--- config.mk ---
export PLATFORM = sky130hd
export DESIGN_NAME = fetch_ctl
export DESIGN_NICKNAME = d
export VERILOG_FILES = /design/src/rtl/fetch_ctl.sv
export SDC_FILE = /design/constraint.sdc
export NUM_CORES = 1
export LEC_CHECK = 0
export ABC_AREA = 1
export BUFFER_PORTS_ARGS = -buffer_cell sky130_fd_sc_hd__buf_2
export CORE_MARGIN = 3
export CORE_UTILIZATION = 35
export CTS_CLUSTER_DIAMETER = 80
export DETAILED_ROUTE_END_ITERATION = 6
export GPL_TIMING_DRIVEN = 1
export PLACE_DENSITY = 0.55
export SYNTH_ARGS = -nofsm -noshare
export SYNTH_HDL_FRONTEND = slang
export SYNTH_SLANG_ARGS = --single-unit
--- constraint.sdc ---
create_clock -name clk -period 2.2 [get_ports clk]
set_clock_uncertainty 0.05 [all_clocks]
set_input_delay 0.33 -clock clk [delete_from_list [all_inputs] [get_ports clk]]
set_output_delay 0.33 -clock clk [all_outputs]
set_load 0.02 [all_outputs]
--- src/rtl/fetch_ctl.sv ---
// Instruction fetch controller: sequences the fetch PC, tracks the decode-stage
// address, redirects on taken branches with a fixed squash window and emits link writes.
module fetch_ctl #(
    parameter logic [31:0] RESET_PC  = 32'h0000_0000,
    parameter int          FLUSH_CYC = 1
) (
    input  logic        clk,
    input  logic        rst,
    input  logic        imem_rdy,
    input  logic        hold,
    input  logic        ib,
    input  logic [31:0] bv,
    input  logic        bl,
    output logic [31:0] pc,
    output logic        ifetch,
    output logic [31:0] pc_dec,
    output logic        ispb,
    output logic        lr_we,
    output logic [31:0] lr_val
);

    typedef enum logic [1:0] {
        RUN   = 2'd0,
        WAIT  = 2'd1,
        FLUSH = 2'd2
    } state_t;

    localparam logic [31:0] RESET_PC_W = {RESET_PC[31:2], 2'b00};
    localparam logic [1:0]  FLUSH_INIT = 2'(FLUSH_CYC);

    state_t      state_q, state_d;
    logic [1:0]  cnt_q, cnt_d;
    logic [31:0] pc_q, pc_d;
    logic [31:0] pc_dec_q, pc_dec_d;
    logic [31:0] lr_val_q, lr_val_d;
    logic        ispb_q, ispb_d;
    logic        ifetch_q, ifetch_d;
    logic        lr_we_q, lr_we_d;

    logic        take_branch;
    logic        advance;
    logic [31:0] bv_w;

    assign bv_w        = {bv[31:2], 2'b00};
    assign take_branch = (state_q == RUN) && !hold && ib;
    // Sequential step happens whenever memory delivers and nothing stalls,
    // except in RUN where a taken branch has priority over the next fetch.
    assign advance     = imem_rdy && !hold &&
                         (((state_q == RUN) && !ib) || (state_q == WAIT) || (state_q == FLUSH));

    always_ff @(posedge clk or negedge rst) begin
        if (!rst) begin
            state_q  <= RUN;
            cnt_q    <= 2'd0;
            pc_q     <= RESET_PC_W;
            pc_dec_q <= RESET_PC_W;
            ispb_q   <= 1'b0;
            ifetch_q <= 1'b0;
            lr_we_q  <= 1'b0;
            lr_val_q <= 32'h0;
        end else begin
            state_q  <= state_d;
            cnt_q    <= cnt_d;
            pc_q     <= pc_d;
            pc_dec_q <= pc_dec_d;
            ispb_q   <= ispb_d;
            ifetch_q <= ifetch_d;
            lr_we_q  <= lr_we_d;
            lr_val_q <= lr_val_d;
        end
    end

    always_comb begin
        state_d = state_q;
        cnt_d   = cnt_q;
        case (state_q)
            RUN: begin
                if (!hold) begin
                    if (ib) begin
                        state_d = FLUSH;
                        cnt_d   = FLUSH_INIT;
                    end else if (!imem_rdy) begin
                        state_d = WAIT;
                    end
                end
            end
            WAIT: begin
                if (imem_rdy && !hold) begin
                    state_d = RUN;
                end
            end
            FLUSH: begin
                // The squash window ends on the cycle the counter reaches one.
                cnt_d = cnt_q - 2'd1;
                if (cnt_q <= 2'd1) begin
                    state_d = RUN;
                    cnt_d   = 2'd0;
                end
            end
            default: begin
                state_d = RUN;
                cnt_d   = 2'd0;
            end
        endcase
    end

    always_comb begin
        pc_d     = pc_q;
        pc_dec_d = pc_dec_q;
        lr_we_d  = 1'b0;
        lr_val_d = lr_val_q;
        ifetch_d = 1'b1;
        ispb_d   = (state_d == FLUSH);
        if (take_branch) begin
            pc_d = pc_dec_q + 32'd8 + bv_w;
            if (bl) begin
                lr_we_d  = 1'b1;
                lr_val_d = pc_dec_q + 32'd4;
            end
        end else if (advance) begin
            pc_dec_d = pc_q;
            pc_d     = pc_q + 32'd4;
        end
    end

    assign pc     = pc_q;
    assign pc_dec = pc_dec_q;
    assign ispb   = ispb_q;
    assign ifetch = ifetch_q;
    assign lr_we  = lr_we_q;
    assign lr_val = lr_val_q;

endmodule

* Word level (Yosys, flattened, before mapping) *
Index checks and enable logic that the tools add are counted.

operators by class
  reductions and logical operators = 14
  equality and inequality tests = 5
  add/subtract/negate cells = 5
  mux-type cells = 14
  $lt $le $gt $ge = 1
  bitwise gates (word level) = 2

operator list
  operator               number
  $add 32x3->32 const B  2
  $mux 32                2
  $add 32x32->32         1
  $add 32x4->32 const B  1
  $mux 2                 8
  $pmux 2 s3             2
  $logic_and 1x1->1      5
  $eq 2x2->1 const B     2
  $ne 2x2->1 const B     2
  $reduce_and 2->1       2
  $reduce_and 3->1       1
  $eq 2x1->1 const B     1
  $le 2x1->1 const B     1
  $logic_not 1->1        2
  $logic_not 2->1        1
  $logic_or 1x1->1       2
  $mux 1                 2
  $not 1->1              2
  $reduce_bool 2->1      1
  $sub 2x1->2 const B    1

word-level totals
  input bits = 38
  output and inout port bits = 99
  register bits after elaboration = 103

* Depth between registers and ports, before layout *
Gate-level depths: netlist (run 1).

  word-level depth = 7
  depth in mapped cells = 15

* Worst setup path before layout (run 1) *
No wires, ideal clock.

  path type = register -> register
  start = register pc_dec_q[3] (netlist: pc_dec[3])
  end = register pc_q[19] (netlist: pc[19])
  arrival = 2.292 ns
  path buffers = 0
  stages on the path, launching flop included = 16
  library setup time = 0.114 ns
  path slack = -0.256 ns
  path through = dfrtp_1 > inv_1 > ha_1 > inv_1 > ha_1 > fa_1 > nand3_1 > nand3_1 > nand2_1 > nand2_1 > nand2_1 > inv_1 > o21bai_1 > nand3_1 > nand3_1 > inv_1

between the ends
  cells in the longest elaborated chain, start to end = 3

ends and longest elaborated chain
  what                    RTL line  text
  from (decl)             34        logic [31:0] pc_dec_q, pc_dec_d;
  from (signal assigned)  65        pc_dec_q <= pc_dec_d;
  $add 32x4->32           115       pc_d = pc_dec_q + 32'd8 + bv_w;
  $add 32x32->32          115
  $mux 32                 114       if (take_branch) begin
  to (signal assigned)    64        pc_q <= pc_d;
  to (decl)               33        logic [31:0] pc_q, pc_d;

No other way between the ends.
A chain may end at the register's enable or synchronous reset.

* Worst setup path after layout (run 1) *
Ends and elaborated chain as after synthesis.

==> results of run 1 <==
layout make-up:
cell class	instances	area [um2]
fillers	2334	11800
inverters	179	672
well taps	313	392
repair buffers	233	1450
clock buffers	9	225
flip-flops and latches	103	2580
clock inverters	7	85.1
multi-input cells	929	5570
per-stage QoR:
stage               instances  hold WS [ns]  setup slack [ns]  instance area, um2  setup TNS (ns)
finish                   1773      -0.00884           0.00237               11000               0
global route             1773        0.0312            -0.104               11000          -0.994
CTS                      1773        0.0168        -0.0000970               10500      -0.0000970
detailed placement       1755         0.404            -0.158                9910           -2.48
global placement         1755         0.404            -0.142                9910           -1.99
floorplan                1235       -0.0156           -0.0353                8190         -0.0652
worst register-to-register path, cell delays in order, from the launching register on:
cell,delay (ns)
dfrtp_2,0.37
inv_2,0.05
ha_4,0.25
inv_2,0.04
ha_4,0.15
fa_2,0.36
nand3_2,0.09
nand3_4,0.10
nand2_2,0.11
nand2_4,0.08
nand2_4,0.08
inv_2,0.03
o21bai_1,0.13
nand3_1,0.09
nand3_1,0.09
inv_1,0.04
power groups by stage:
stage	logic, mW	registers [mW]	clock network (mW)
after floorplan	3.55	4.10	0
after global placement	7.48	3.19	0
after detailed placement	7.53	3.20	0
after CTS	7.95	3.17	1.78
after global routing	9.57	3.30	1.84
final	8.66	3.20	1.73
metal layers:
metal,vias to the layer above,share of wire (%)
li1,4365,-
met1,3999,48
met2,228,45
met3,31,4.7
met4,0,2.0
met5,-,0
synthesized netlist by cell type, drive strengths merged:
cell    instances
a22oi           1
buf            12
fa              1
nand3b         10
o31ai           3
dfrtp         103
a211oi          3
xnor2          10
nand2         439
nor3           22
ha             59
clkbuf         12
conb            1
a21boi          1
inv           179
a21o            2
a21oi          43
o21bai          2
nor4            6
and2            1
nand4          21
a22o            1
o21ai          62
o221ai          2
nor2          122
o22ai           2
nand3          84
or2             4
o211ai          3
a31oi           1
xor2           23
state kept, by name (all words and copies together) (netlist names):
register,cells
cnt_q,2
ifetch,1
ispb,1
lr_val,32
lr_we,1
pc,32
pc_dec,32
state_q,2
cell families (layout without fill, tap and decap cells):
kind of cell / count (synthesis) / count (layout) / share of synthesized area, %
other cells: 1 / 1 / 0.0461
simple gates: 709 / 709 / 37.4
fa+ha+maj: 60 / 60 / 9.32
compound gates: 126 / 126 / 8.39
xor+xnor: 33 / 33 / 3.64
flops: 103 / 103 / 31.7
buf+inv: 203 / 428 / 9.58
worst paths after layout:
path	from	to	slack, ns	depth (start not counted)
setup / recovery	pc_dec[3]	pc[19]	0.002	15
hold / removal	rst	lr_val[22]	-0.009	2
max in group asynchronous	rst	pc_dec[3]	1.64	2
hold reg to reg	lr_val[29]	lr_val[29]	0.43	2
min in group clk	imem_rdy	state_q[0]	0.25	4
setup reg to reg	pc_dec[3]	pc[19]	0.002	15
what timing repair did:
action,in CTS,in global routing
pin swaps,3,14
gates resized for setup,29,103
setup buffers,2,0
hold endpoints to repair,0,0
endpoints found under the setup margin,22,26
==> run_summary.xml, run 1 <==
<?xml version="1.0" encoding="UTF-8"?>
<metrics>
  <group name="run_status">
    <metric name="status" unit="">finished, violations left</metric>
    <metric name="failing_checks" unit="">negative hold slack</metric>
  </group>
  <group name="routing">
    <metric name="drt_iter0_drc" unit="">533</metric>
    <metric name="drtAntennaViolNets" unit="">0</metric>
    <metric name="vias" unit="">8623</metric>
    <metric name="drt-pass1-iter-count" unit="">5</metric>
    <metric name="post-route-drc-count" unit="">0</metric>
    <metric name="totalWireLength" unit="um">28200</metric>
    <metric name="wl_per_cell" unit="um">15.9</metric>
    <metric name="avgViaCountPerCell" unit="">4.86</metric>
  </group>
  <group name="setup_path">
    <metric name="required" unit="ns">2.41</metric>
    <metric name="path_cells" unit="">inv_2, ha_4, inv_2, ha_4, fa_2, nand3_2, nand3_4, nand2_2, nand2_4, nand2_4, inv_2, o21bai_1, nand3_1, nand3_1, inv_1</metric>
    <metric name="critical_path.max_fanout" unit="">5</metric>
    <metric name="critPathLaunchType" unit="">flop</metric>
    <metric name="timing.critical_path.mode_cell" unit="">inv_2</metric>
    <metric name="timing.critical_path.arrival" unit="ns">2.41</metric>
    <metric name="cp_top_family" unit="">adder cells</metric>
    <metric name="critical_path.n_buffers_inverters" unit="">4</metric>
    <metric name="timing.critical_path.to_type" unit="">flop</metric>
    <metric name="timing_worst_setup_path_type" unit="">flop to flop</metric>
    <metric name="timing.critical_path.slowest_stage_cell" unit="">dfrtp_2</metric>
    <metric name="cpPeakStageDelay" unit="ns">0.37</metric>
  </group>
  <group name="clocking">
    <metric name="worst_setup_hold_path_clk_slew" unit="ns">0.08</metric>
    <metric name="cts_htree_levels" unit="">3</metric>
    <metric name="cts_hold_buf" unit="">0</metric>
    <metric name="cts_tree" unit="">built</metric>
    <metric name="clkLatencyLatePin" unit="ns">0.37</metric>
    <metric name="clock-sinks" unit="">103</metric>
    <metric name="cts_root_buf" unit="">clkbuf_16</metric>
    <metric name="cts.path.max_buffers" unit="">2</metric>
    <metric name="numCtsBuffers" unit="">9</metric>
  </group>
  <group name="logic_synthesis">
    <metric name="synth-warning-count" unit="">0</metric>
    <metric name="synth.lib_cells_used.distinct" unit="">44</metric>
    <metric name="synthCells" unit="">1235</metric>
    <metric name="synth.ff_latch_count" unit="">103</metric>
    <metric name="mappedNetlistNets" unit="">1333</metric>
    <metric name="netlist_area" unit="um2">8140</metric>
    <metric name="synth_largest_type_area_fraction" unit="%">31.7</metric>
    <metric name="synth.yosys.seq_area_share" unit="%">31.7</metric>
    <metric name="synth_top_area_cell" unit="">dfrtp_1</metric>
    <metric name="synth_top_cells_by_area" unit="">dfrtp_1 (32%), nand2_1 (20%), ha_1 (9.1%)</metric>
    <metric name="syn_area_per_cell" unit="um2">6.59</metric>
  </group>
  <group name="sta">
    <metric name="finalHoldViolCount" unit="">14</metric>
    <metric name="timing.final.max_slew_violations" unit="">0</metric>
    <metric name="finalCritPeriodShare" unit="%">99.9</metric>
    <metric name="holdWs" unit="ns">-0.00884</metric>
    <metric name="layout_min_cycle_time" unit="ns">2.20</metric>
    <metric name="grt_setup_unrepaired" unit="">true</metric>
    <metric name="fmax" unit="MHz">455</metric>
    <metric name="tightestPinTransition" unit="ns">0.601</metric>
    <metric name="final-setup-viol-count" unit="">0</metric>
    <metric name="timing.slew.headroom" unit="%">59.6</metric>
  </group>
  <group name="global_route">
    <metric name="globalRouteOverflowTotal" unit="">0</metric>
    <metric name="first_pass_grt_wire_length" unit="um">42900</metric>
    <metric name="grt_busiest_layer" unit="">met2</metric>
    <metric name="via_count_of_the_first_global_routing_pass" unit="">8131</metric>
    <metric name="grtUsageMet1" unit="%">31.8</metric>
    <metric name="grt_antenna_before_repair" unit="">0</metric>
    <metric name="grt_start_max_net_pins" unit="">104</metric>
    <metric name="grt_util_met2" unit="%">34.7</metric>
    <metric name="met3_usage" unit="%">2.72</metric>
    <metric name="track_usage" unit="%">22.0</metric>
  </group>
  <group name="worst_hold_path">
    <metric name="min-delay-path-class" unit="">input pin to asynchronous set/reset pin</metric>
  </group>
  <group name="place">
    <metric name="post-dp-hpwl" unit="um">22100</metric>
    <metric name="last_weighted_congestion_value_of_the_routability_driven_placer" unit="">0.908</metric>
    <metric name="count_of_buffers_from_port_buffering" unit="">134</metric>
  </group>
  <group name="cells_and_area">
    <metric name="num-nets-final" unit="">1553</metric>
    <metric name="leading_cell_types_in_the_layout_fill_and_taps_excluded" unit="">nand2_1 (408), inv_1 (171), buf_2 (133)</metric>
    <metric name="syn_to_final_growth" unit="%">34.8</metric>
    <metric name="drive_gt1_share" unit="%">28.0</metric>
    <metric name="antennaDiodeCount" unit="">0</metric>
    <metric name="mostFrequentLayoutCell" unit="">nand2_1</metric>
    <metric name="layout.core_utilization" unit="%">48.2</metric>
  </group>
  <group name="flow_run">
    <metric name="cap_violations" unit="">0</metric>
  </group>
  <group name="floorplan">
    <metric name="width_of_the_chip" unit="um">158</metric>
    <metric name="io-pin-count" unit="">137</metric>
    <metric name="floorplan_die_area" unit="um2">25100</metric>
    <metric name="core" unit="um2">22800</metric>
    <metric name="die_height" unit="um">158</metric>
    <metric name="fp-row-count" unit="">55</metric>
    <metric name="initial_standard_cell_utilization_of_the_core" unit="%">35.7</metric>
  </group>
  <group name="power">
    <metric name="power_density" unit="nW/um2">1240</metric>
    <metric name="comb_power_share" unit="%">63.7</metric>
    <metric name="power.share.switching" unit="%">49.2</metric>
    <metric name="p_int" unit="mW">6.90</metric>
    <metric name="report.power.total" unit="mW">13.6</metric>
    <metric name="power.switching" unit="mW">6.69</metric>
    <metric name="share_clk_of_total_power" unit="%">12.7</metric>
    <metric name="power.sequential.fraction" unit="%">23.5</metric>
    <metric name="leakage_component_of_the_power" unit="nW">5.72</metric>
    <metric name="max-vdd-ir-drop" unit="mV">0.452</metric>
  </group>
</metrics>
Power figures use the tool's default switching activity.
==> inputs of run 2 (changes only) <==
- CORE_UTILIZATION: 35 -> 37
- PLACE_DENSITY: 0.55 -> 0.58
==> run_summary.xml, run 2 (same netlist as run 1, synthesis figures left out) <==
<?xml version="1.0" encoding="UTF-8"?>
<metrics>
  <group name="run_status">
    <metric name="status" unit="">finished, violations left</metric>
    <metric name="failing_checks" unit="">negative setup slack</metric>
  </group>
  <group name="routing">
    <metric name="avgViaCountPerCell" unit="">4.97</metric>
    <metric name="wl_per_cell" unit="um">16.2</metric>
    <metric name="drt_iter0_drc" unit="">476</metric>
    <metric name="vias" unit="">8621</metric>
    <metric name="drtAntennaViolNets" unit="">0</metric>
    <metric name="totalWireLength" unit="um">28100</metric>
    <metric name="drt-pass1-iter-count" unit="">6</metric>
    <metric name="post-route-drc-count" unit="">0</metric>
  </group>
  <group name="cells_and_area">
    <metric name="finish.instance_area" unit="um2">11000</metric>
    <metric name="fillers" unit="">2132</metric>
    <metric name="leading_cell_types_in_the_layout_fill_and_taps_excluded" unit="">nand2_1 (407), inv_1 (171), buf_2 (133)</metric>
    <metric name="num-nets-final" unit="">1552</metric>
    <metric name="drive_gt1_share" unit="%">28.2</metric>
    <metric name="layout.area.seq" unit="um2">2580</metric>
    <metric name="antennaDiodeCount" unit="">0</metric>
    <metric name="syn_to_final_growth" unit="%">35.0</metric>
    <metric name="mostFrequentLayoutCell" unit="">nand2_1</metric>
    <metric name="area_used_by_multi_input_combinational_logic" unit="um2">5640</metric>
  </group>
  <group name="clocking">
    <metric name="worst_setup_hold_path_clk_slew" unit="ns">0.08</metric>
    <metric name="cts_htree_levels" unit="">3</metric>
    <metric name="clock-sinks" unit="">103</metric>
    <metric name="numCtsBuffers" unit="">9</metric>
    <metric name="cts_root_buf" unit="">clkbuf_16</metric>
    <metric name="clkLatencyLatePin" unit="ns">0.37</metric>
    <metric name="cts.path.max_buffers" unit="">2</metric>
    <metric name="cts_tree" unit="">built</metric>
  </group>
  <group name="sta">
    <metric name="finalHoldViolCount" unit="">0</metric>
    <metric name="grt_setup_unrepaired" unit="">true</metric>
    <metric name="holdWs" unit="ns">0.244</metric>
    <metric name="setup_total_negative_slack" unit="ns">-0.171</metric>
    <metric name="timing.final.max_slew_violations" unit="">0</metric>
    <metric name="fmax" unit="MHz">441</metric>
    <metric name="timing.slew.headroom" unit="%">59.4</metric>
    <metric name="tightestPinTransition" unit="ns">0.604</metric>
    <metric name="layout_min_cycle_time" unit="ns">2.27</metric>
    <metric name="finalCritPeriodShare" unit="%">103</metric>
    <metric name="final-setup-viol-count" unit="">5</metric>
    <metric name="worst_slack" unit="ns">-0.0681</metric>
  </group>
  <group name="power">
    <metric name="report.power.total" unit="mW">13.6</metric>
    <metric name="share_clk_of_total_power" unit="%">12.2</metric>
    <metric name="leakage_component_of_the_power" unit="nW">5.72</metric>
    <metric name="p_int" unit="mW">6.85</metric>
    <metric name="comb_power_share" unit="%">64.1</metric>
    <metric name="power.share.switching" unit="%">49.7</metric>
    <metric name="power.switching" unit="mW">6.77</metric>
    <metric name="power.sequential.fraction" unit="%">23.6</metric>
    <metric name="max-vdd-ir-drop" unit="mV">0.557</metric>
    <metric name="power_density" unit="nW/um2">1240</metric>
  </group>
  <group name="global_route">
    <metric name="grt_start_max_net_pins" unit="">72</metric>
    <metric name="via_count_of_the_first_global_routing_pass" unit="">8090</metric>
    <metric name="globalRouteOverflowTotal" unit="">0</metric>
    <metric name="track_usage" unit="%">22.8</metric>
    <metric name="first_pass_grt_wire_length" unit="um">43100</metric>
    <metric name="grt_antenna_before_repair" unit="">0</metric>
  </group>
  <group name="worst_hold_path">
    <metric name="min-delay-path-class" unit="">input pin to flop</metric>
    <metric name="timing.hold.worst.start" unit="">imem_rdy</metric>
  </group>
  <group name="floorplan">
    <metric name="io-pin-count" unit="">137</metric>
    <metric name="floorplan_die_area" unit="um2">23800</metric>
    <metric name="fp-row-count" unit="">53</metric>
    <metric name="width_of_the_chip" unit="um">154</metric>
    <metric name="initial_standard_cell_utilization_of_the_core" unit="%">38.2</metric>
    <metric name="die_height" unit="um">154</metric>
    <metric name="core" unit="um2">21300</metric>
  </group>
  <group name="setup_path">
    <metric name="timing.reg2reg.setup_slack" unit="ns">-0.07</metric>
    <metric name="critical_path.max_fanout" unit="">4</metric>
    <metric name="timing.rr.start" unit="">pc_dec[3]</metric>
    <metric name="timing.critical_path.arrival" unit="ns">2.51</metric>
    <metric name="worstRegToRegCells" unit="">14</metric>
    <metric name="critPathLaunchType" unit="">flop</metric>
    <metric name="crit_end" unit="">pc[29]</metric>
    <metric name="setup.worst_path.start" unit="">pc_dec[3]</metric>
    <metric name="worstReg2RegEnd" unit="">pc[29]</metric>
    <metric name="required" unit="ns">2.44</metric>
    <metric name="timing_worst_setup_path_type" unit="">flop to flop</metric>
    <metric name="timing.critical_path.to_type" unit="">flop</metric>
  </group>
  <group name="place">
    <metric name="last_weighted_congestion_value_of_the_routability_driven_placer" unit="">0.993</metric>
    <metric name="dpl-instance-area" unit="um2">9860</metric>
    <metric name="post-dp-hpwl" unit="um">22100</metric>
    <metric name="placement.setup.worst_slack" unit="ns">-0.166</metric>
    <metric name="count_of_buffers_from_port_buffering" unit="">134</metric>
  </group>
  <group name="flow_run">
    <metric name="cap_violations" unit="">0</metric>
  </group>
</metrics>
==> run 2: cell type report <==
cell class                 instances  area share, %
inverter                         179           6.11
multi-input combinational        929           51.4
sequential                       103           23.5
tap                              275           3.13
clock buffer                       9           2.05
clock inverter                     7          0.581
timing repair buffer             232           13.3
==> run 2: power groups by stage <==
stage                     Clock [mW]  Sequential, mW  Combinational [mW]
after detailed placement           0            3.22                7.47
final                           1.66            3.22                8.74
after floorplan                    0            4.10                3.55
after global placement             0            3.20                7.42
after CTS                       1.69            3.18                7.90
after global routing            1.76            3.33                9.60
==> run 2: layer usage <==
layer / global-route usage [%] / wire length, um / share of wire, %
met4: 5.93 / 522 / 1.9
met3: 2.94 / 1560 / 5.5
met2: 35.3 / 12800 / 46
met5: 0 / 0 / 0
met1: 33.5 / 13200 / 47
==> run 2: per-stage QoR <==
stage	std cells	utilization [%]
2_1_floorplan	1235	-
3_3_place_gp	1715	46.3
3_5_place_dp	1715	46.3
4_1_cts	1732	49.0
5_1_grt	1734	51.6
6_report	1734	51.6
==> run 2: worst min path at each step <==
stage	end	slack, ns	depth (start not counted)
3_3_place_gp	lr_val[22]	0.28	1
4_1_cts	state_q[0]	0.24	4
3_5_place_dp	lr_val[22]	0.28	1
2_1_floorplan	cnt_q[0]	-0.02	0
6_report	state_q[0]	0.24	4
5_1_grt	state_q[0]	0.25	4
==> run 2: timing repair <==
action / CTS / global route
endpoints found under the hold margin: 34 / 0
endpoints found under the setup margin: 20 / 25
cloned: 0 / 0
gates resized for setup: 41 / 102
setup buffers: 0 / 2
hold buffers: 1 / 0
pin swaps: 11 / 33
==> run 2: critical path, stage by stage (launching register included) <==
cell and delay (ns):
dfrtp_2 0.37, inv_2 0.05, ha_4 0.26, inv_2 0.04, ha_4 0.15, fa_2 0.37, buf_4 0.14, buf_6 0.11
nand3_4 0.08, nand3_4 0.13, nand2_2 0.10, nand2_1 0.05, nand2_1 0.06, nand3_1 0.08, a21oi_1 0.15
